[src/rtl/mac_array_sequencer_pkg.sv]
`default_nettype none
// ============================================================================
// Module      : mac_ctrl_pkg
// Description : Shared types and helpers for the MAC array sequencer:
//               sequencer state encoding, default grid geometry, skew
//               pipeline depth and a width helper for row indices.
// Ports       : none (package)
// Revision    : 1.0 - initial release
// ============================================================================
package mac_ctrl_pkg;

    // Sequencer states; explicit 3-bit encoding.
    typedef enum logic [2:0] {
        S_IDLE   = 3'd0,
        S_CLEAR  = 3'd1,
        S_FEED   = 3'd2,
        S_DRAIN  = 3'd3,
        S_OUTPUT = 3'd4
    } state_e;

    localparam int DEF_ROWS       = 4;
    localparam int DEF_COLS       = 4;
    localparam int DEF_K_WIDTH    = 8;
    localparam int DEF_ADDR_WIDTH = 8;

    // Deepest skew tap needed: cell (ROWS-1, COLS-1) lags by ROWS+COLS-1.
    localparam int SKEW_DEPTH = DEF_ROWS + DEF_COLS - 1;

    function automatic int skew_depth(input int rows, input int cols);
        return rows + cols - 1;
    endfunction

    // $clog2 with a floor of 1 so a single-row grid still gets a 1-bit index.
    function automatic int clog2_min1(input int n);
        return (n <= 2) ? 1 : $clog2(n);
    endfunction

endpackage : mac_ctrl_pkg
`default_nettype wire

[src/rtl/mac_array_sequencer_if.sv]
`default_nettype none
// ============================================================================
// Module      : mac_array_sequencer_if
// Description : Bundles the command, operand-buffer, MAC-array control and
//               result handshake signals of the sequencer.
// Ports       : start/k_len (command), busy/done (status),
//               a_rd_en/b_rd_en/rd_addr (operand buffers),
//               mac_clear/mac_hold (array control),
//               out_valid/out_ready/out_row (result row handshake).
//               master = command issuer / consumer side, slave = sequencer.
// Revision    : 1.0 - initial release
// ============================================================================
interface mac_array_sequencer_if
    import mac_ctrl_pkg::*;
#(
    parameter int ROWS       = DEF_ROWS,
    parameter int COLS       = DEF_COLS,
    parameter int K_WIDTH    = DEF_K_WIDTH,
    parameter int ADDR_WIDTH = DEF_ADDR_WIDTH
);
    localparam int ROW_W = clog2_min1(ROWS);

    logic                   start;
    logic [K_WIDTH-1:0]     k_len;
    logic                   busy;
    logic                   done;
    logic                   a_rd_en;
    logic                   b_rd_en;
    logic [ADDR_WIDTH-1:0]  rd_addr;
    logic                   mac_clear;
    logic [ROWS*COLS-1:0]   mac_hold;
    logic                   out_valid;
    logic                   out_ready;
    logic [ROW_W-1:0]       out_row;

    modport master (
        output start, k_len, out_ready,
        input  busy, done, a_rd_en, b_rd_en, rd_addr,
               mac_clear, mac_hold, out_valid, out_row
    );

    modport slave (
        input  start, k_len, out_ready,
        output busy, done, a_rd_en, b_rd_en, rd_addr,
               mac_clear, mac_hold, out_valid, out_row
    );

endinterface : mac_array_sequencer_if
`default_nettype wire

[src/rtl/mac_array_sequencer_skew_valid_pipe.sv]
`default_nettype none
// ============================================================================
// Module      : skew_valid_pipe
// Description : Shift register producing delayed copies d[1..DEPTH] of the
//               operand read strobe, used to skew per-cell accumulate enables.
// Ports       : clk, reset (async, active-high)
//               rd_en_i  - read strobe being delayed
//               d_o      - d_o[i] is rd_en_i delayed by i cycles
//               empty_o  - high when every tap will be 0 after the next edge
// Revision    : 1.0 - initial release
// ============================================================================
module skew_valid_pipe
    import mac_ctrl_pkg::*;
#(
    parameter int DEPTH = SKEW_DEPTH
) (
    input  wire logic           clk,
    input  wire logic           reset,
    input  wire logic           rd_en_i,
    output logic [DEPTH:1]      d_o,
    output logic                empty_o
);

    logic [DEPTH:1] d_q;
    // chain[0] is the live strobe, chain[i] is tap i; shifting drops tap DEPTH.
    logic [DEPTH:0] w_chain;

    assign w_chain = {d_q, rd_en_i};

    always_ff @(posedge clk or posedge reset) begin
        if (reset) begin
            d_q <= '0;
        end else begin
            d_q <= w_chain[DEPTH-1:0];
        end
    end

    // Look-ahead: lets the sequencer leave DRAIN on the same edge that clears
    // the last tap, so the first result row appears without a bubble.
    assign empty_o = ~|w_chain[DEPTH-1:0];
    assign d_o     = d_q;

endmodule : skew_valid_pipe
`default_nettype wire

[src/rtl/mac_array_sequencer.sv]
`default_nettype none
// ============================================================================
// Module      : mac_array_sequencer
// Description : Control block for a ROWS x COLS systolic MAC grid. Per
//               command it clears the accumulators, streams k_len operand
//               pairs, gates each cell's accumulate with systolic skew and
//               hands results out one row per valid/ready beat.
// Ports       : clk   - clock, rising edge
//               reset - asynchronous, active-high
//               bus   - mac_array_sequencer_if.slave (command, status,
//                       operand reads, array control, result handshake)
// Revision    : 1.0 - initial release
// ============================================================================
module mac_array_sequencer
    import mac_ctrl_pkg::*;
#(
    parameter int ROWS       = DEF_ROWS,
    parameter int COLS       = DEF_COLS,
    parameter int K_WIDTH    = DEF_K_WIDTH,
    parameter int ADDR_WIDTH = DEF_ADDR_WIDTH
) (
    input  wire logic               clk,
    input  wire logic               reset,
    mac_array_sequencer_if.slave    bus
);

    localparam int DEPTH = skew_depth(ROWS, COLS);
    localparam int ROW_W = clog2_min1(ROWS);

    state_e                 state_q;
    logic [K_WIDTH-1:0]     k_len_q;
    logic                   rd_en_q;
    logic [ADDR_WIDTH-1:0]  rd_addr_q;
    logic                   mac_clear_q;
    logic                   busy_q;
    logic                   done_q;
    logic                   out_valid_q;
    logic [ROW_W-1:0]       out_row_q;

    logic [DEPTH:1]         w_d;
    logic                   w_pipe_empty;
    logic                   w_last_step;
    logic [ROWS*COLS-1:0]   w_hold;

    skew_valid_pipe #(
        .DEPTH (DEPTH)
    ) u_skew (
        .clk     (clk),
        .reset   (reset),
        .rd_en_i (rd_en_q),
        .d_o     (w_d),
        .empty_o (w_pipe_empty)
    );

    // rd_addr doubles as the step counter. It is ADDR_WIDTH wide and only
    // ever reaches k_len, so k_len = 2^K_WIDTH-1 cannot wrap it.
    assign w_last_step = (rd_addr_q + ADDR_WIDTH'(1)) == ADDR_WIDTH'(k_len_q);

    always_ff @(posedge clk or posedge reset) begin
        if (reset) begin
            state_q     <= S_IDLE;
            k_len_q     <= '0;
            rd_en_q     <= 1'b0;
            rd_addr_q   <= '0;
            mac_clear_q <= 1'b0;
            busy_q      <= 1'b0;
            done_q      <= 1'b0;
            out_valid_q <= 1'b0;
            out_row_q   <= '0;
        end else begin
            done_q      <= 1'b0;
            mac_clear_q <= 1'b0;
            case (state_q)
                S_IDLE: begin
                    // The done cycle is itself an IDLE cycle; a start seen
                    // alongside done is dropped.
                    if (bus.start && !done_q) begin
                        k_len_q     <= bus.k_len;
                        rd_addr_q   <= '0;
                        mac_clear_q <= 1'b1;
                        busy_q      <= 1'b1;
                        state_q     <= S_CLEAR;
                    end
                end
                S_CLEAR: begin
                    if (k_len_q != '0) begin
                        rd_en_q <= 1'b1;
                        state_q <= S_FEED;
                    end else begin
                        out_valid_q <= 1'b1;
                        out_row_q   <= '0;
                        state_q     <= S_OUTPUT;
                    end
                end
                S_FEED: begin
                    rd_addr_q <= rd_addr_q + ADDR_WIDTH'(1);
                    if (w_last_step) begin
                        rd_en_q <= 1'b0;
                        state_q <= S_DRAIN;
                    end
                end
                S_DRAIN: begin
                    if (w_pipe_empty) begin
                        out_valid_q <= 1'b1;
                        out_row_q   <= '0;
                        state_q     <= S_OUTPUT;
                    end
                end
                S_OUTPUT: begin
                    if (bus.out_ready) begin
                        if (out_row_q == ROW_W'(ROWS - 1)) begin
                            out_valid_q <= 1'b0;
                            out_row_q   <= '0;
                            busy_q      <= 1'b0;
                            done_q      <= 1'b1;
                            state_q     <= S_IDLE;
                        end else begin
                            out_row_q <= out_row_q + ROW_W'(1);
                        end
                    end
                end
                default: begin
                    state_q <= S_IDLE;
                end
            endcase
        end
    end

    // Cell (r,c) sees its operands 1+r+c cycles after the buffer read.
    for (genvar r = 0; r < ROWS; r++) begin : g_row
        for (genvar c = 0; c < COLS; c++) begin : g_col
            assign w_hold[r*COLS + c] = ~w_d[1 + r + c];
        end
    end

    assign bus.busy      = busy_q;
    assign bus.done      = done_q;
    assign bus.a_rd_en   = rd_en_q;
    assign bus.b_rd_en   = rd_en_q;
    assign bus.rd_addr   = rd_addr_q;
    assign bus.mac_clear = mac_clear_q;
    assign bus.mac_hold  = w_hold;
    assign bus.out_valid = out_valid_q;
    assign bus.out_row   = out_row_q;

endmodule : mac_array_sequencer
`default_nettype wire

[src/flat_wrapper.sv]
// flat-port wrapper written by rule: the top's interface ports become plain ports
module mac_array_sequencer_flat import mac_ctrl_pkg::*;
#(
    parameter int ROWS       = DEF_ROWS,
    parameter int COLS       = DEF_COLS,
    parameter int K_WIDTH    = DEF_K_WIDTH,
    parameter int ADDR_WIDTH = DEF_ADDR_WIDTH
)
  (clk, reset, bus_start, bus_k_len, bus_out_ready, bus_busy, bus_done, bus_a_rd_en, bus_b_rd_en, bus_rd_addr, bus_mac_clear, bus_mac_hold, bus_out_valid, bus_out_row);
  mac_array_sequencer_if #(.ROWS(ROWS), .COLS(COLS), .K_WIDTH(K_WIDTH), .ADDR_WIDTH(ADDR_WIDTH)) bus_i ();
  input  wire logic clk;
  input  wire logic reset;
  input wire logic [$bits(bus_i.start)-1:0] bus_start;
  input wire logic [$bits(bus_i.k_len)-1:0] bus_k_len;
  input wire logic [$bits(bus_i.out_ready)-1:0] bus_out_ready;
  output wire logic [$bits(bus_i.busy)-1:0] bus_busy;
  output wire logic [$bits(bus_i.done)-1:0] bus_done;
  output wire logic [$bits(bus_i.a_rd_en)-1:0] bus_a_rd_en;
  output wire logic [$bits(bus_i.b_rd_en)-1:0] bus_b_rd_en;
  output wire logic [$bits(bus_i.rd_addr)-1:0] bus_rd_addr;
  output wire logic [$bits(bus_i.mac_clear)-1:0] bus_mac_clear;
  output wire logic [$bits(bus_i.mac_hold)-1:0] bus_mac_hold;
  output wire logic [$bits(bus_i.out_valid)-1:0] bus_out_valid;
  output wire logic [$bits(bus_i.out_row)-1:0] bus_out_row;
  assign bus_i.start = bus_start;
  assign bus_i.k_len = bus_k_len;
  assign bus_i.out_ready = bus_out_ready;
  assign bus_busy = bus_i.busy;
  assign bus_done = bus_i.done;
  assign bus_a_rd_en = bus_i.a_rd_en;
  assign bus_b_rd_en = bus_i.b_rd_en;
  assign bus_rd_addr = bus_i.rd_addr;
  assign bus_mac_clear = bus_i.mac_clear;
  assign bus_mac_hold = bus_i.mac_hold;
  assign bus_out_valid = bus_i.out_valid;
  assign bus_out_row = bus_i.out_row;
  mac_array_sequencer #(.ROWS(ROWS), .COLS(COLS), .K_WIDTH(K_WIDTH), .ADDR_WIDTH(ADDR_WIDTH)) u_core (.clk(clk), .reset(reset), .bus(bus_i));
endmodule
[config.mk]
export PLATFORM = sky130hd
export DESIGN_NAME = mac_array_sequencer_flat
export DESIGN_NICKNAME = d
export VERILOG_FILES = /design/src/rtl/mac_array_sequencer_pkg.sv /design/src/rtl/mac_array_sequencer_if.sv /design/src/rtl/mac_array_sequencer_skew_valid_pipe.sv /design/src/rtl/mac_array_sequencer.sv /design/src/flat_wrapper.sv
export SDC_FILE = /design/constraint.sdc
export NUM_CORES = 1
export LEC_CHECK = 0
export BUFFER_PORTS_ARGS = -buffer_cell sky130_fd_sc_hd__buf_2
export CORE_MARGIN = 1
export CORE_UTILIZATION = 30
export DETAILED_ROUTE_END_ITERATION = 10
export PLACE_DENSITY = 0.54
export SLEW_MARGIN = 20
export SYNTH_ARGS = -nofsm -noshare
export SYNTH_HDL_FRONTEND = slang
export SYNTH_HIERARCHICAL = 1
export SYNTH_SLANG_ARGS = --single-unit
[constraint.sdc]
create_clock -name clk -period 2.2 [get_ports clk]
set_input_delay 0.11 -clock clk [delete_from_list [all_inputs] [get_ports clk]]
set_output_delay 0.11 -clock clk [all_outputs]
set_load 0.05 [all_outputs]
==> results.rst, run 1 <==
.. list-table::
   :header-rows: 1

   * - Metric
     - Value
   * - Result of the run
     - finished clean
   * - Kind of capture point of the worst setup path
     - flip-flop
   * - Buffers and inverters on the worst path
     - 0
   * - Wire length on met2
     - 1490 µm
   * - Number of placement rows
     - 26
   * - Port Buf Inserts
     - between 40 and 50
   * - Critical Path Max Stage Delay
     - between 0.5 and 0.6 ns
   * - Wire length on met1
     - between 1500 and 2000 µm
   * - Overall track demand over capacity in global routing
     - 12.7%
   * - Power density over cell area
     - between 1000 and 1500 nW/µm²
   * - LEAKAGE
     - between 0.9 and 1 nW
   * - Inserted Clock Buffers
     - 5
   * - Global route total overflow
     - 0
   * - Core Region
     - around 5200 µm²
   * - Register bit total from synthesis
     - 33
   * - CTS max path bufs
     - 2
   * - Crit-path max FO
     - 7
   * - Finish-stage setup viols
     - 0
   * - Top Ports
     - 44
   * - Most common cell type on the critical path
     - sky130_fd_sc_hd__nor4_2
   * - Post-Syn Area per Cell
     - about 10 µm²
   * - Area share of the largest cell type after synthesis
     - between 40% and 50%
   * - Fmax
     - around 510 MHz
   * - DRT iter0 DRCs
     - 36
   * - Startpoint kind of the worst setup timing path
     - flip-flop
   * - Cell area after technology mapping
     - about 1700 µm²
   * - Actual transition at the worst max-transition pin
     - 0.496 ns
   * - Area overhead of the layout relative to synthesis
     - 20.4%
   * - Clk root buf
     - sky130_fd_sc_hd__clkbuf_8
   * - Count of distinct cell types in the synthesized netlist
     - 39
   * - Final critical-path share of the clock period
     - slightly below 90%
   * - CTS tree
     - done
   * - Max-slew headroom
     - roughly two thirds
   * - Final Hold Vio Count
     - 0
   * - Total length of routed wires
     - around 3300 µm
   * - Minimum clock period after layout
     - around 2.0 ns
   * - RePlAce Congestion
     - approximately 0.74
   * - Slowest-stage cell, CP
     - sky130_fd_sc_hd__or4_1
   * - Post-detailed-route wirelength per cell
     - 12.1 µm
   * - Sequential fraction of the synthesis area
     - between 40 and 50%
   * - Number of sinks handled by clock tree synthesis
     - 33
   * - Diodes inserted
     - 0
   * - Kind of cell adding the most delay to the critical path
     - simple AND/OR/NAND/NOR gates
   * - Die outline width
     - about 76 µm
   * - Synthesized Nets
     - ~170
   * - First-pass GRT wire length
     - 5740 µm
   * - Max capacitance violation total
     - 0
   * - Via density
     - between 4 and 5
   * - Unrepaired setup endpoints after global routing
     - no
   * - Half-perimeter wire length of the detailed placement result
     - roughly 2500 µm
   * - Number of instances in the synthesized netlist
     - between 150 and 200
   * - Peak supply drop
     - between 0.4 and 0.5 mV
   * - Layout Nets
     - approximately 220
   * - Max Transition Viols Final
     - 0
   * - Final worst clock skew
     - 0.00421 ns
   * - CP Cell Sequence
     - or4_1, nor4_2, and2_1, nor2b_1, o21ai_2, nor4_2, a21o_1
   * - Quantity of gates resized following cts
     - 0
   * - Final Instance Area
     - about 2000 µm²
   * - CTS H-Tree Depth
     - 2
   * - Total negative slack
     - 0 ns
   * - Placement-stage cell area
     - roughly 1900 µm²
   * - Data required time at the worst endpoint
     - roughly 2.4 ns
   * - Most common library cell in the layout ignoring fill and taps
     - sky130_fd_sc_hd__buf_2
   * - Count of TritonRoute iterations in the first routing pass
     - 4
   * - Via count of the first global-routing pass
     - between 1000 and 1500
   * - Filler instances
     - around 550
   * - Biggest area consumer among synthesized cells
     - sky130_fd_sc_hd__dfrtp_1
   * - Residual antenna-violating net count after detailed routing
     - 0
   * - CP Data Arrival Time
     - between 2 and 2.5 ns
   * - Die area
     - around 5800 µm²
   * - Amount of wire on met3 after detailed routing
     - between 150 and 200 µm
   * - Type of the worst min-delay path
     - in -> reg
   * - Count of unresolved DRC violations after routing
     - 0
   * - Largest net degree at the start of global routing
     - 27
   * - Initial Utilization
     - roughly a third
   * - Warnings, synthesis
     - 6
   * - Most frequent cells in the layout
     - sky130_fd_sc_hd__buf_2 (43), sky130_fd_sc_hd__dfrtp_1 (33), sky130_fd_sc_hd__o21ai_0 (17)
   * - Share of layout cells above drive strength 1
     - 34.7%
   * - Top Metal Used
     - met4
   * - Later-pin clock latency in the skew report
     - ~0.28 ns
   * - Antenna violations before repair
     - 0
   * - Clock transition time at the flip-flop clock pins of the worst setup and hold paths
     - 0.07 ns
   * - Total vias in the final route
     - about 1200
   * - Vertical extent of the die
     - around 76 µm
   * - Start-to-end type of the worst setup path
     - reg -> reg
   * - Cell types with the largest area share after synthesis
     - sky130_fd_sc_hd__dfrtp_1 (50%), sky130_fd_sc_hd__mux2_2 (5.4%), sky130_fd_sc_hd__o21ai_0 (5.1%), sky130_fd_sc_hd__buf_4 (5.0%), sky130_fd_sc_hd__xor2_1 (3.2%)
## registers in the layout, summed over array words and instances, names as in the netlist
register and count:
u_core/u_skew/d_o 7, u_core/state_q 3, u_core/bus.out_valid 1, u_core/bus.rd_addr 8
u_core/bus.busy 1, u_core/k_len_q 8, u_core/bus.a_rd_en 1, u_core/bus.mac_clear 1
u_core/bus.done 1, u_core/bus.out_row 2
## per-layer routing
layer | vias to the layer above | global-route usage (%)
met2 | 29 | 18.6
met1 | 571 | 17.2
met5 | - | 0
met3 | 2 | 4.55
met4 | 0 | 4.04
li1 | 620 | -
## logic make-up after synthesis
logic type,Yosys count,synth area share (%)
xor+xnor,10,5.29
compound gates,31,11.9
fa+ha+maj,2,1.51
flops,33,49.9
simple gates,49,16.8
mux,10,6.65
buf+inv,24,8.01
## path summary, 6_finish.rpt
check | cells past startpoint | end | slack [ns] | start
setup / recovery | 7 | u_core/bus.out_row[0]$_DFFE_PP0P_ | 0.24 | u_core/u_skew/d_o[4]$_DFF_PP0_
hold / removal | 2 | u_core/k_len_q[0]$_DFFE_PP0P_ | 0.06 | bus_k_len[0]
setup reg to reg | 7 | u_core/bus.out_row[0]$_DFFE_PP0P_ | 0.24 | u_core/u_skew/d_o[4]$_DFF_PP0_
hold reg to reg | 0 | u_core/u_skew/d_o[3]$_DFF_PP0_ | 0.40 | u_core/u_skew/d_o[2]$_DFF_PP0_
max in group asynchronous | 4 | u_core/k_len_q[6]$_DFFE_PP0P_ | 1.51 | reset
min in group asynchronous | 3 | u_core/u_skew/d_o[1]$_DFF_PP0_ | 0.30 | reset
## cells in the mapped netlist, drive strengths merged
library cell,number
a21o,1
a21oi,3
and2,4
and3,3
buf,12
clkbuf,1
dfrtp,33
ha,2
inv,11
mux2,8
mux2i,2
nand2,11
nand2b,2
nand3,2
nand3b,1
nor2,12
nor2b,2
nor3,3
nor3b,1
nor4,2
o2111ai,1
o211ai,1
o21ai,18
o22a,1
o31ai,3
o32a,1
o32ai,1
o41ai,1
or2,1
or3,1
or3b,1
or4,3
xnor2,4
xor2,6
## power by group
group	total [mW]	switching, mW	internal (mW)
Clock	0.435	0.217	0.218
Sequential	0.982	0.202	0.779
Combinational	1.16	0.761	0.396
## metrics by stage
step	power, mW	util, %	worst slack (ns)	cells	hold WS, ns
after floorplan	1.94	-	0.0748	159	-0.0866
after global placement	2.15	36.4	0.254	263	0.0531
after detailed placement	2.16	36.4	0.247	263	0.0552
after CTS	2.62	38.3	0.217	272	0.0484
after global routing	2.77	38.3	0.0590	272	0.0539
final	2.57	38.3	0.238	272	0.0597
## final cells by class
type	count	area (µm²)	share of cell area, %
sequential	33	826	41.4
clock inverter	3	17.5	0.879
multi-input combinational	102	697	35.0
inverter	11	41.3	2.07
tap	70	87.6	4.39
timing repair buffer	48	255	12.8
clock buffer	5	68.8	3.45
## timing repair
item | in CTS | in global routing
hold buffers | 1 | 0
setup buffers | 0 | 0
hold endpoints to repair | 33 | 0
No activity file was read; power rests on OpenSTA's default activity.
==> inputs of run 2 (changes only) <==
--- a/config.mk
+++ b/config.mk
@@ -13,5 +13,4 @@
 export SLEW_MARGIN = 20
 export SYNTH_ARGS = -nofsm -noshare
 export SYNTH_HDL_FRONTEND = slang
-export SYNTH_HIERARCHICAL = 1
 export SYNTH_SLANG_ARGS = --single-unit
==> run 2 against run 1 <==
Against the previous run:
- area after synthesis increased by 2.0%
- sequential power barely moved
- critical path depth decreased by 1
- synthesized cell count increased by 6.3%
- setup slack worse by 0.025 ns
- highest routed layer unchanged
==> results.rst, run 2 <==
.. list-table::
   :header-rows: 1

   * - Metric
     - Value
   * - Share of the synthesized netlist area taken by xor and xnor gates
     - 3.63% (was 5.29%)
   * - Top cells by count, synth
     - sky130_fd_sc_hd__dfrtp_1 (33), sky130_fd_sc_hd__nand2_1 (13), sky130_fd_sc_hd__o21ai_0 (13) (was sky130_fd_sc_hd__dfrtp_1 (33), sky130_fd_sc_hd__o21ai_0 (17), sky130_fd_sc_hd__nor2_1 (12))
   * - Wire length on met2
     - 1520 µm (was 1490 µm)
   * - Residual antenna-violating net count after detailed routing
     - 0 (unchanged)
   * - Max capacitance violation total
     - 0 (unchanged)
   * - Count of unresolved DRC violations after routing
     - 0 (unchanged)
   * - Actual transition at the worst max-transition pin
     - 0.581 ns (was 0.496 ns)
   * - Start-to-end type of the worst setup path
     - reg -> reg (unchanged)
   * - Warnings, synthesis
     - 0 (was 6)
   * - Area share of the largest cell type after synthesis
     - 48.9% (was 49.9%)
   * - Final Hold Vio Count
     - 0 (unchanged)
   * - Register-to-Register Path Depth
     - 6 (was 7)
   * - Simple-gate share of the synthesized area
     - 16.7% (was 16.8%)
   * - Largest net degree at the start of global routing
     - 34 (was 27)
   * - Final worst clock skew
     - 0.00887 ns (was 0.00421 ns)
   * - Most common library cell in the layout ignoring fill and taps
     - sky130_fd_sc_hd__buf_2 (unchanged)
   * - Diodes inserted
     - 0 (unchanged)
   * - Timing startpoint of the critical path
     - u_core.bus.rd_addr[0]$_DFFE_PP0P_ (was u_core/u_skew/d_o[4]$_DFF_PP0_)
   * - Register bit total from synthesis
     - 33 (unchanged)
   * - Area overhead of the layout relative to synthesis
     - 18.8% (was 20.4%)
   * - Max-slew headroom
     - 61.0% (was 66.8%)
   * - Post-Syn Area per Cell
     - 9.99 µm² (was 10.4 µm²)
   * - Count of distinct cell types in the synthesized netlist
     - 40 (was 39)
   * - Data required time at the worst endpoint
     - 2.37 ns (was 2.42 ns)
   * - Type of the worst min-delay path
     - in -> reg (unchanged)
   * - Area fraction in compound gates after synthesis
     - 15.4% (was 11.9%)
   * - CTS tree
     - done (unchanged)
   * - Result of the run
     - finished clean (unchanged)
   * - Minimum setup slack after placement
     - 0.223 ns (was 0.247 ns)
   * - Most frequent cells in the layout
     - sky130_fd_sc_hd__buf_2 (43), sky130_fd_sc_hd__dfrtp_1 (31), sky130_fd_sc_hd__nand2_1 (13), sky130_fd_sc_hd__o21ai_0 (13), sky130_fd_sc_hd__inv_1 (11) (was sky130_fd_sc_hd__buf_2 (43), sky130_fd_sc_hd__dfrtp_1 (33), sky130_fd_sc_hd__o21ai_0 (17))
   * - Via density
     - 4.71 (was 4.49)
   * - Wire length on met1
     - 1770 µm (was 1620 µm)
   * - Total length of routed wires
     - 3490 µm (was 3290 µm)
   * - Port Buf Inserts
     - 43 (unchanged)
   * - CP Data Arrival Time
     - 2.16 ns (was 2.19 ns)
   * - Fraction of registers with async set/reset
     - 100% (unchanged)
   * - Inserted Clock Buffers
     - 5 (unchanged)
   * - Share of layout cells above drive strength 1
     - 33.0% (was 34.7%)
   * - Biggest area consumer among synthesized cells
     - sky130_fd_sc_hd__dfrtp_1 (unchanged)
   * - Half-perimeter wire length of the detailed placement result
     - 2600 µm (was 2490 µm)
   * - First-pass GRT wire length
     - 5870 µm (was 5740 µm)
   * - Total negative slack
     - 0 ns (unchanged)
   * - Number of flops mapped to enable cells by yosys
     - 0 (unchanged)
   * - Quantity of gates resized following cts
     - 0 (unchanged)
   * - Minimum clock period after layout
     - 1.99 ns (was 1.96 ns)
   * - Cell types with the largest area share after synthesis
     - sky130_fd_sc_hd__dfrtp_1 (49%), sky130_fd_sc_hd__buf_4 (5.3%), sky130_fd_sc_hd__mux2_2 (5.3%), sky130_fd_sc_hd__o21ai_0 (3.9%), sky130_fd_sc_hd__nand2_1 (2.9%) (was sky130_fd_sc_hd__dfrtp_1 (50%), sky130_fd_sc_hd__mux2_2 (5.4%), sky130_fd_sc_hd__o21ai_0 (5.1%), sky130_fd_sc_hd__buf_4 (5.0%), sky130_fd_sc_hd__xor2_1 (3.2%))
   * - Die outline width
     - 77.0 µm (was 76.3 µm)
   * - Overall track demand over capacity in global routing
     - 12.6% (was 12.7%)
   * - Kind of capture point of the worst setup path
     - flip-flop (unchanged)
   * - Startpoint kind of the worst setup timing path
     - flip-flop (unchanged)
   * - Core Region
     - 5270 µm² (was 5200 µm²)
   * - CTS max path bufs
     - 2 (unchanged)
   * - Peak supply drop
     - 0.619 mV (was 0.402 mV)
   * - Initial Utilization
     - 32.1% (was 31.8%)
   * - Top Metal Used
     - met4 (unchanged)
   * - Adder-cell share of the synthesized area
     - 1.48% (was 1.51%)
   * - Vertical extent of the die
     - 77.0 µm (was 76.3 µm)
   * - Layout Nets
     - 222 (was 215)
   * - Endpoint of the worst register-to-register path
     - u_core.bus.a_rd_en$_DFFE_PP0P_ (was u_core/bus.out_row[0]$_DFFE_PP0P_)
   * - LEAKAGE
     - 0.977 nW (was 0.991 nW)
   * - Sequential fraction of the synthesis area
     - 48.9% (was 49.9%)
   * - Clk root buf
     - sky130_fd_sc_hd__clkbuf_8 (unchanged)
   * - Worst setup slack after layout
     - 0.212 ns (was 0.238 ns)
   * - Post-detailed-route wirelength per cell
     - 12.5 µm (was 12.1 µm)
   * - Power density over cell area
     - 1380 nW/µm² (was 1290 nW/µm²)
   * - Max Transition Viols Final
     - 0 (unchanged)
   * - Via count of the first global-routing pass
     - 1252 (was 1153)
   * - CTS H-Tree Depth
     - 2 (unchanged)
   * - Crit path to
     - u_core.bus.a_rd_en$_DFFE_PP0P_ (was u_core/bus.out_row[0]$_DFFE_PP0P_)
   * - Synthesized Nets
     - 183 (was 173)
   * - Count of TritonRoute iterations in the first routing pass
     - 4 (unchanged)
   * - Global route total overflow
     - 0 (unchanged)
   * - Top FF cell, synth
     - sky130_fd_sc_hd__dfrtp_1 (unchanged)
   * - Top-count cell post-synth
     - sky130_fd_sc_hd__dfrtp_1 (unchanged)
   * - Smallest hold slack
     - 0.0605 ns (was 0.0597 ns)
   * - R2R setup slack
     - 0.21 ns (was 0.24 ns)
   * - Fmax
     - 503 MHz (was 510 MHz)
   * - Cell area after technology mapping
     - 1690 µm² (was 1660 µm²)
   * - Number of instances in the synthesized netlist
     - 169 (was 159)
   * - Final critical-path share of the clock period
     - 90.3% (was 89.2%)
   * - RePlAce Congestion
     - 0.833 (was 0.738)
   * - Number of sinks handled by clock tree synthesis
     - 33 (unchanged)
   * - DRT iter0 DRCs
     - 113 (was 36)
   * - Clock transition time at the flip-flop clock pins of the worst setup and hold paths
     - 0.07 ns (about the same)
   * - Crit-path max FO
     - 8 (was 7)
   * - Later-pin clock latency in the skew report
     - 0.28 ns (about the same)
   * - Number of placement rows
     - 26 (unchanged)
   * - Unrepaired setup endpoints after global routing
     - no (unchanged)
   * - Largest family of logic cells by synthesized area
     - simple AND/OR/NAND/NOR gates (unchanged)
   * - Antenna violations before repair
     - 0 (unchanged)
   * - Startpoint of the worst register-to-register path
     - u_core.bus.rd_addr[0]$_DFFE_PP0P_ (was u_core/u_skew/d_o[4]$_DFF_PP0_)
   * - Top Ports
     - 44 (unchanged)
   * - Amount of wire on met3 after detailed routing
     - 145 µm (was 169 µm)
   * - Finish-stage setup viols
     - 0 (unchanged)
   * - Die area
     - 5930 µm² (was 5820 µm²)
   * - Total vias in the final route
     - 1314 (was 1222)
   * - Mux cell area share after synthesis
     - 5.33% (was 6.65%)
[run 2: changes by cell type after synthesis, sizes merged, moves of 3 or more]
cell / change
o21ai: -4
nor2b: +3
nand3: +5
xor2: -4
a31oi: +4
or4: -3
[run 2: critical path, stage by stage (launching register included)]
cell	delay [ns]
sky130_fd_sc_hd__dfrtp_2	0.43
sky130_fd_sc_hd__ha_1	0.29
sky130_fd_sc_hd__nand3_2	0.18
sky130_fd_sc_hd__o21a_1	0.24
sky130_fd_sc_hd__nor4_2	0.25
sky130_fd_sc_hd__o221ai_1	0.17
sky130_fd_sc_hd__o31a_1	0.32
[run 2: through the flow]
stage	std cells	utilization [%]	cell area, µm²	power (mW)
final	279	38.1	2010	2.78
after global placement	270	36.3	1910	2.37
after global routing	279	38.1	2010	2.97
after floorplan	169	-	1690	2.15
after detailed placement	270	36.3	1910	2.37
after CTS	279	38.1	2010	2.82
[run 2: power breakdown]
| group | internal (mW) | total (mW) | leakage [nW] | switching (mW) |
|---|---|---|---|---|
| logic | 0.414 | 1.35 | 0.545 | 0.935 |
| registers | 0.793 | 1.00 | 0.387 | 0.209 |
| clock network | 0.219 | 0.428 | 0.0450 | 0.209 |
[run 2: area by class of cell]
| cell class | instances | area [µm²] |
|---|---|---|
| clock buffers | 6 | 72.6 |
| clock inverters | 2 | 10.0 |
| fillers | 546 | 3260 |
| inverters | 11 | 41.3 |
| multi-input cells | 110 | 719 |
| flip-flops and latches | 33 | 828 |
| well taps | 70 | 87.6 |
| repair buffers | 47 | 248 |
[run 2: cell families (layout without fill, tap and decap cells)]
logic type / count (synthesis) / count (layout)
compound gates: 40 / 40
xor+xnor: 7 / 7
fa+ha+maj: 2 / 2
buf+inv: 26 / 66
flops: 33 / 33
mux: 8 / 8
simple gates: 53 / 53
[run 2: how the worst min path moves through the flow]
| stage | startpoint | endpoint | slack [ns] | cells past startpoint |
|---|---|---|---|---|
| CTS | bus_k_len[4] | u_core.k_len_q[4]$_DFFE_PP0P_ | 0.05 | 2 |
| finish | bus_k_len[2] | u_core.k_len_q[2]$_DFFE_PP0P_ | 0.06 | 2 |
| global route | bus_k_len[4] | u_core.k_len_q[4]$_DFFE_PP0P_ | 0.06 | 2 |
| global placement | reset | u_core.bus.rd_addr[7]$_DFFE_PP0P_ | 0.22 | 3 |
| detailed placement | reset | u_core.bus.rd_addr[7]$_DFFE_PP0P_ | 0.23 | 3 |
| floorplan | reset | u_core.bus.a_rd_en$_DFFE_PP0P_ | 0.24 | 1 |
[run 2: timing repair]
action                    in CTS  in global routing
hold endpoints to repair      33                  0
hold buffers                   1                  0
buffers inserted               0                  0
[run 2: per-layer routing]
layer / vias up / track usage [%]
li1: 665 / -
met1: 600 / 17.6
met2: 43 / 18.8
met3: 6 / 2.86
met4: 0 / 5.09
met5: - / 0
